--- config.mk ---
export PLATFORM = sky130hd
export DESIGN_NAME = uart_rx_fifo
export DESIGN_NICKNAME = d
export VERILOG_FILES = /design/src/rtl/uart_rx_fifo.sv
export SDC_FILE = /design/constraint.sdc
export NUM_CORES = 1
export LEC_CHECK = 0
export ABC_AREA = 1
export CAP_MARGIN = 10
export CORE_ASPECT_RATIO = 0.75
export CORE_MARGIN = 2
export CORE_UTILIZATION = 30
export DETAILED_ROUTE_END_ITERATION = 12
export GPL_ROUTABILITY_DRIVEN = 0
export PLACE_DENSITY_LB_ADDON = 0.2
export SLEW_MARGIN = 25
export SYNTH_ARGS = -nofsm -noshare
export SYNTH_HDL_FRONTEND = slang
export SYNTH_SLANG_ARGS = --single-unit
--- constraint.sdc ---
create_clock -name clkout -period 4.4 [get_ports clkout]
set_clock_uncertainty 0.1 [all_clocks]
set_input_delay 1.1 -clock clkout [delete_from_list [all_inputs] [get_ports clkout]]
set_output_delay 1.1 -clock clkout [all_outputs]
set_load 0.02 [all_outputs]
--- src/rtl/uart_rx_fifo.sv ---
// Receive-side FWFT buffer behind the UART receiver: commits each frame on the
// falling edge of the receiver read strobe and tracks overflow / frame errors.
module uart_rx_fifo #(
    parameter int DEPTH_LOG2 = 4,
    parameter bit DROP_BAD   = 1'b1
) (
    input  logic                  clkout,
    input  logic                  rst_n,
    input  logic [7:0]            rx_data,
    input  logic                  rx_rdsig,
    input  logic                  rx_frameerr,
    input  logic                  rd_en,
    input  logic                  clr_err,
    output logic [7:0]            rd_data,
    output logic                  empty,
    output logic                  full,
    output logic [DEPTH_LOG2:0]   count,
    output logic                  overflow,
    output logic [7:0]            err_cnt
);

    localparam int DEPTH = 1 << DEPTH_LOG2;
    localparam logic [DEPTH_LOG2:0]   FULL_CNT = {1'b1, {DEPTH_LOG2{1'b0}}};
    localparam logic [DEPTH_LOG2:0]   CNT_ONE  = {{DEPTH_LOG2{1'b0}}, 1'b1};
    localparam logic [DEPTH_LOG2-1:0] PTR_ONE  = {{(DEPTH_LOG2-1){1'b0}}, 1'b1};

    logic [7:0]            mem_r [DEPTH];
    logic [DEPTH_LOG2-1:0] wptr_r;
    logic [DEPTH_LOG2-1:0] rptr_r;
    logic [DEPTH_LOG2:0]   count_r;
    logic                  empty_r;
    logic                  full_r;
    logic [7:0]            rd_data_r;
    logic                  overflow_r;
    logic [7:0]            err_cnt_r;
    logic                  rdsig_q_r;
    logic                  armed_r;
    // Set once a low strobe level has really been sampled after reset, so a
    // strobe already high at reset release is not mistaken for a rising edge.
    logic                  primed_r;

    logic                  rise_s;
    logic                  commit_s;
    logic                  err_event_s;
    logic                  write_req_s;
    logic                  pop_s;
    logic                  do_write_s;
    logic                  ovf_event_s;
    logic [DEPTH_LOG2:0]   count_next_s;
    logic [DEPTH_LOG2-1:0] rptr_next_s;
    logic [DEPTH_LOG2-1:0] wptr_next_s;

    // Strobe edge detection, write/pop qualification and next occupancy.
    always_comb begin
        rise_s       = rx_rdsig & ~rdsig_q_r & primed_r;
        commit_s     = rdsig_q_r & ~rx_rdsig & armed_r;
        err_event_s  = commit_s & rx_frameerr;
        write_req_s  = commit_s & (~rx_frameerr | ~DROP_BAD);
        pop_s        = rd_en & ~empty_r;
        do_write_s   = write_req_s & (~full_r | pop_s);
        ovf_event_s  = write_req_s & full_r & ~pop_s;
        rptr_next_s  = pop_s ? (rptr_r + PTR_ONE) : rptr_r;
        wptr_next_s  = do_write_s ? (wptr_r + PTR_ONE) : wptr_r;
        count_next_s = count_r;
        case ({do_write_s, pop_s})
            2'b10:   count_next_s = count_r + CNT_ONE;
            2'b01:   count_next_s = count_r - CNT_ONE;
            default: count_next_s = count_r;
        endcase
    end

    // Storage array; contents need no reset because the pointers define validity.
    always_ff @(posedge clkout) begin
        if (do_write_s) begin
            mem_r[wptr_r] <= rx_data;
        end
    end

    // Strobe history and arming state.
    always_ff @(posedge clkout or negedge rst_n) begin
        if (!rst_n) begin
            rdsig_q_r <= 1'b0;
            armed_r   <= 1'b0;
            primed_r  <= 1'b0;
        end else begin
            rdsig_q_r <= rx_rdsig;
            if (!rx_rdsig) begin
                primed_r <= 1'b1;
            end
            if (rise_s) begin
                armed_r <= 1'b1;
            end
        end
    end

    // Pointers, occupancy flags and the registered head-of-queue output.
    always_ff @(posedge clkout or negedge rst_n) begin
        if (!rst_n) begin
            wptr_r    <= {DEPTH_LOG2{1'b0}};
            rptr_r    <= {DEPTH_LOG2{1'b0}};
            count_r   <= {(DEPTH_LOG2+1){1'b0}};
            empty_r   <= 1'b1;
            full_r    <= 1'b0;
            rd_data_r <= 8'h00;
        end else begin
            wptr_r  <= wptr_next_s;
            rptr_r  <= rptr_next_s;
            count_r <= count_next_s;
            empty_r <= (count_next_s == {(DEPTH_LOG2+1){1'b0}});
            full_r  <= (count_next_s == FULL_CNT);
            // Bypass when the byte being written becomes the new head.
            if (do_write_s && (wptr_r == rptr_next_s)) begin
                rd_data_r <= rx_data;
            end else begin
                rd_data_r <= mem_r[rptr_next_s];
            end
        end
    end

    // Sticky overflow and saturating error counter; a new event beats clr_err.
    always_ff @(posedge clkout or negedge rst_n) begin
        if (!rst_n) begin
            overflow_r <= 1'b0;
            err_cnt_r  <= 8'h00;
        end else begin
            if (ovf_event_s) begin
                overflow_r <= 1'b1;
            end else if (clr_err) begin
                overflow_r <= 1'b0;
            end
            if (err_event_s) begin
                if (clr_err) begin
                    err_cnt_r <= 8'h01;
                end else if (err_cnt_r != 8'hFF) begin
                    err_cnt_r <= err_cnt_r + 8'h01;
                end
            end else if (clr_err) begin
                err_cnt_r <= 8'h00;
            end
        end
    end

    assign rd_data  = rd_data_r;
    assign empty    = empty_r;
    assign full     = full_r;
    assign count    = count_r;
    assign overflow = overflow_r;
    assign err_cnt  = err_cnt_r;

endmodule

## Yosys cells after proc, flatten, opt, wreduce, memory -nomap -nowiden

Memory sizes are Yosys's and may differ from the RTL's. A register that Yosys moved wholly into a read port is not among the register bits.
Cells that the tools add are included.

| operators by class | value |
|---|---|
| reduce and logical (&&, ||, !) cells | 6 |
| bitwise gates (word level) | 17 |
| multiplexer cells | 10 |
| eq/ne operators | 4 |
| add/sub/neg operators | 5 |

Operators by type and width:

| operator | count |
|---|---|
| two-way mux 8 bit | 4 |
| bitwise AND 1 bit | 10 |
| case mux 5 bit (2 select lines) | 1 |
| adder 4 x 1 -> 4 bit (second input constant) | 2 |
| adder 8 x 1 -> 8 bit (second input constant) | 1 |
| inequality test 8 bit (second input constant) | 1 |
| inverter 1 bit | 6 |
| nonzero test 2 bit | 3 |
| adder 5 x 1 -> 5 bit (second input constant) | 1 |
| equality test 5 bit (second input constant) | 1 |
| zero test 5 bit | 1 |
| subtractor 5 x 1 -> 5 bit (second input constant) | 1 |
| two-way mux 1 bit | 4 |
| two-way mux 4 bit | 1 |
| equality test 2 x 1 -> 1 bit (second input constant) | 1 |
| equality test 2 bit (second input constant) | 1 |
| AND reduction 2 bit | 1 |
| zero test 1 bit | 1 |
| bitwise OR 1 bit | 1 |

| word-level totals | value |
|---|---|
| memory bits (writable) | 128 |
| input bits | 14 |
| flip-flop bits (word level) | 27 |
| memories | 1 |

Memory list:

| memory | words | bits a word | rd ports | clocked after memory_dff | wr ports | RTL line | RTL |
|---|---|---|---|---|---|---|---|
| mem_r | 16 | 8 | 1 | 1 | 1 | 27 | `logic [7:0] mem_r [DEPTH];` |

## Depth between registers and ports, before layout

| logic depth | value |
|---|---|
| depth after elaboration | 8 |
| gate-level depth with buffers | 18 |

## Worst setup path after synthesis

OpenSTA, ideal clock, no wires.

| path | value |
|---|---|
| kind | input to register |
| from | in rx_rdsig |
| to | reg full_r (netlist: full) |
| data arrival time | 3395 ps |
| data required time | 4229 ps |
| stages | 14 |
| setup slack | 833 ps |
| path through | nor3_1 nand2_1 a21oi_2 buf_2 inv_1 ha_1 xor2_1 ha_1 nand2_1 nand2_1 or2_2 nor2_1 nand3_1 nor2_1 |

| between the ends | value |
|---|---|
| cells in the longest elaborated chain, start to end | 8 |
| elaborated cells between the ends (all ways) | 9 |

RTL lines:

| what | RTL line | RTL |
|---|---|---|
| start, declared | 10 | `input logic rx_rdsig,` |
| inverter 1 bit (*) | 56 | `commit_s = rdsig_q_r & ~rx_rdsig & armed_r;` |
| bitwise AND 1 bit (*) (2 in series) | 56 |  |
| bitwise AND 1 bit (*) | 58 | `write_req_s = commit_s & (~rx_frameerr \| ~DROP_BAD);` |
| bitwise AND 1 bit (*) | 60 | `do_write_s = write_req_s & (~full_r \| pop_s);` |
| equality test 2 x 1 -> 1 bit / equality test 2 bit (equally long branches) | 65 | `case ({do_write_s, pop_s})` |
| case mux 5 bit (2 select lines) (*) | 65 |  |
| named net count_next_s[1] | 49 | `logic [DEPTH_LOG2:0] count_next_s;` |
| equality test 5 bit (*) | 110 | `full_r <= (count_next_s == FULL_CNT);` |
| end signal, assigned | 110 |  |
| end, declared | 32 | `logic full_r;` |

Mark *: on every way through the listed nets, which the timed path passes. The rest lies on a longest branch.
A chain may end at the register's enable or synchronous reset.

## Worst setup path in the final report

Same ends and word-level chain as after synthesis.

==> results.txt <==
The flow ran to the end, and the final reports show no timing, DRC or antenna violations. The share of the clock period used by the worst path came out at 0.776. The CTS tree is built. The synthesis-to-layout area growth is 17.6%. The clock network power share came out at 0.244. The largest net degree at the start of global routing came out at 65. The floorplan step defined a die boundary enclosing 0.0265 mm2.

The most critical setup path has its startpoint at rx_rdsig. The share of synthesized cell area in full adder, half adder and majority cells came out at 0.0149. The multiplexer share of the synthesized area is 0. The share of total power dissipated in combinational logic is 0.416. The highest fanout seen on the critical path is 4. In the final routed layout, each cell accounts on average for 16.8 um. For this run, the number of Yosys warnings is 0. The power per unit of standard cell area is 633 mW/mm2. The startpoint identified for the worst register-to-register timing path is rdsig_q_r$_DFF_PN0_. The number of vias in the routed layout came out at 5236.

The root buffer cell chosen for the clock tree is sky130_fd_sc_hd__clkbuf_16. The CTS clock-pin slew for the worst setup and hold paths is 0.06 ns. The count of buffers from port buffering is 37.

From bottom edge to top edge, the die measures 142 um. Synthesis instantiated 31 different standard cells from the library. When the netlist entered floorplanning its net count stood at 772. The remaining global-route overflow came out at 0. The worst hold path startpoint is armed_r$_DFFE_PN0P_.

The H-tree depth is 4. The arrival time at the worst endpoint is 3.67 ns. Summed over all nets, the half-perimeter wirelength after detailed placement is 11.9 mm. The largest vdd supply drop came out at 380 uV. The die is 187 um wide. After synthesis, the largest family of logic cells by area is simple AND/OR/NAND/NOR gates. The time the worst path needs with I/O delays and setup is 3.41 ns. The number of enable flip-flop cells after synthesis came out at 128. The cell total after placement is 1116. The worst path meets setup with 0.987 ns of slack.

The DRC violation count after routing came out at 0. Across the run, the number of max-cap violations was 0. The highest attainable clock frequency came out at 293 MHz. The internal power came out at 3.31 mW. Before CTS, the worst setup slack after placement is 0.545 ns. The number of sinks on the clock net is 163. The simple logic cell fraction of the synthesized area came out at 0.245. The worst setup path is launched from an input pin. The core area is 0.0248 mm2. The via density per instance came out at 4.56. In this run, the number of DRC markers left after iteration 0 of detailed routing was 420. The post-synthesis compound-gate area fraction was 0.0172. The sum of routed wire length over all layers came out at 19.2 mm.

The hold-fix buffer count after cts came out at 0. Setup repair after global routing left no endpoint under its margin. The number of nets in the layout came out at 820. For this run, the leading register cell type out of synthesis is sky130_fd_sc_hd__edfxtp_1. The final count of negative-setup-slack endpoints is 0. Of the total power, the share spent switching nets is 0.412. The leading cell type in the layout, fill and taps excluded is sky130_fd_sc_hd__nand3_1. The filler-free cell count of the finished design is 1148. The post-cts sizing count is 0. The number of endpoints with negative hold slack in the final report came to 0. The leakage power came out at 3.68 nW. The total negative setup slack came out at 0 ns. For this run, asynchronously set or reset flops after synthesis account for 0.215. The site row count is 50. The starting density of the core came out at 0.305. The number of buffers on the longest clock path came out at 2.

The per-instance average area after synthesis came out at 10.1 um2. The wire length of the first global-routing pass is 30.0 mm. For the pin with the worst max-slew slack, the measured transition is 0.857 ns. The max-slew violation total from the final report came out at 0. The number of top-level pins came out at 38. The class of the most critical hold timing path is flop to flop. The number of post-CTS setup repair buffers came out at 0. The total clock buffers created by CTS is 17. The count of TritonRoute iterations in the first routing pass came out at 4. The netlist area before placement came out at 0.00756 mm2. Of the total power, registers draw 0.340.

STA puts the critical path data required time at 4.66 ns. The via count of the first global-routing pass came out at 5108. Synthesis inferred 163 register bits.

The worst setup path is captured at a flop. The count of mapped cells out of synthesis came out at 749. For this run, the register share of the synthesized area comes to 0.624.

The antenna cell count came out at 0. The parity-gate share of the synthesized area counting xor and xnor cells is 0.0114. The net switching component of the power came out at 2.32 mW.

The setup path with the least slack is of type input pin to flop. The area of placed instances came out at 0.00837 mm2. The relative max-transition margin came out at 0.427. After routing the design area is 0.00889 mm2.

Clock latency on the worst-skew pair, taken at its later pin, is 0.43 ns. The library cells used most frequently in the layout, excluding fill and tap cells, are sky130_fd_sc_hd__nand3_1, sky130_fd_sc_hd__nand2_1, sky130_fd_sc_hd__inv_1, sky130_fd_sc_hd__edfxtp_1, sky130_fd_sc_hd__clkdlybuf4s50_1. For this run, the total global-route usage over all layers was measured as 0.151. The initial antenna violation count came to 0. The fraction of final layout cells with drive strength greater than 1 came out at 0.0802.

The filler cells instantiated in the layout total 2546. The detail route stage leaves a number of antenna-violating nets equal to 0.
synth_stat cells (3+ instances only):
library cell / n / area (um2)
sky130_fd_sc_hd__nand3_1: 160 / 801
sky130_fd_sc_hd__nand2_1: 139 / 522
sky130_fd_sc_hd__inv_1: 129 / 484
sky130_fd_sc_hd__edfxtp_1: 128 / 3840
sky130_fd_sc_hd__dfrtp_1: 34 / 851
sky130_fd_sc_hd__nand3b_1: 32 / 240
sky130_fd_sc_hd__nor2_1: 31 / 116
sky130_fd_sc_hd__buf_2: 23 / 115
sky130_fd_sc_hd__nand4_1: 14 / 87.6
sky130_fd_sc_hd__o21ai_0: 11 / 55.1
sky130_fd_sc_hd__ha_1: 9 / 113
sky130_fd_sc_hd__buf_4: 7 / 52.6
sky130_fd_sc_hd__xor2_1: 5 / 43.8
sky130_fd_sc_hd__nor3_1: 3 / 15.0
sky130_fd_sc_hd__xnor2_1: 3 / 26.3
area by class of cell:
cell class                 instances  area, um2  area share
sequential                       163       4720       0.531
inverter                         132        495      0.0557
multi-input combinational        424       2200       0.247
clock inverter                    13       93.8      0.0106
tap                              338        423      0.0475
timing repair buffer              59        531      0.0596
clock buffer                      19        433      0.0487
kinds of logic after synthesis:
logic type / count (synthesis)
AOI/OAI and AO/OA: 20
and+or+nand+nor: 386
DFF: 163
xor gates and xnor gates: 9
adders and majority gates: 9
buffers and inverters: 162
critical path, cell delays in order:
cell and delay [ns]:
sky130_fd_sc_hd__clkdlybuf4s50_1 0.46, sky130_fd_sc_hd__nor3_1 0.25, sky130_fd_sc_hd__nand2_1 0.14, sky130_fd_sc_hd__a21oi_2 0.15, sky130_fd_sc_hd__inv_1 0.08, sky130_fd_sc_hd__ha_1 0.27, sky130_fd_sc_hd__xor2_1 0.22, sky130_fd_sc_hd__ha_1 0.26
sky130_fd_sc_hd__nand2_1 0.07, sky130_fd_sc_hd__nand2_1 0.06, sky130_fd_sc_hd__or2_2 0.30, sky130_fd_sc_hd__nor2_1 0.11, sky130_fd_sc_hd__nand3_1 0.10, sky130_fd_sc_hd__nor2_1 0.11
path summary, 6_finish.rpt:
path | to | slack [ns] | cells after the start
setup / recovery | full$_DFF_PN0_ | 0.99 | 14
hold / removal | armed_r$_DFFE_PN0P_ | 0.36 | 2
setup reg to reg | full$_DFF_PN0_ | 1.79 | 14
hold reg to reg | armed_r$_DFFE_PN0P_ | 0.36 | 2
max in group asynchronous | rd_data[0]$_DFF_PN0_ | 3.02 | 1
min in group asynchronous | count[2]$_DFF_PN0_ | 0.66 | 1
flip-flops by register name (all words and copies together), names as in the netlist:
| name | count |
|---|---|
| rptr_r | 4 |
| rdsig_q_r | 1 |
| primed_r | 1 |
| rd_data | 8 |
| wptr_r | 4 |
| empty | 1 |
| full | 1 |
| count | 5 |
| mem_r | 128 |
| armed_r | 1 |
| err_cnt | 8 |
| overflow | 1 |
through the flow:
step	total power [mW]	hold slack [ns]	utilization
global route	5.97	0.384	0.358
detailed placement	4.30	0.345	0.337
global placement	4.29	0.339	0.337
floorplan	3.51	0.321	-
finish	5.63	0.356	0.358
CTS	5.69	0.360	0.358
layer usage:
layer,track usage,vias up,share of wire
li1,-,2588,-
met1,0.222,2550,0.51
met2,0.224,94,0.44
met3,0.0369,4,0.043
met4,0.0338,0,0.0042
met5,0,-,0
power by group through the flow:
| stage | logic (mW) | clock network (mW) | registers [mW] |
|---|---|---|---|
| 2_1_floorplan | 1.50 | 0 | 2.01 |
| 3_3_place_gp | 2.34 | 0 | 1.95 |
| 3_5_place_dp | 2.35 | 0 | 1.95 |
| 4_1_cts | 2.36 | 1.41 | 1.92 |
| 5_1_grt | 2.56 | 1.47 | 1.94 |
| 6_report | 2.34 | 1.37 | 1.91 |
No activity file was read; power rests on OpenSTA's default activity.
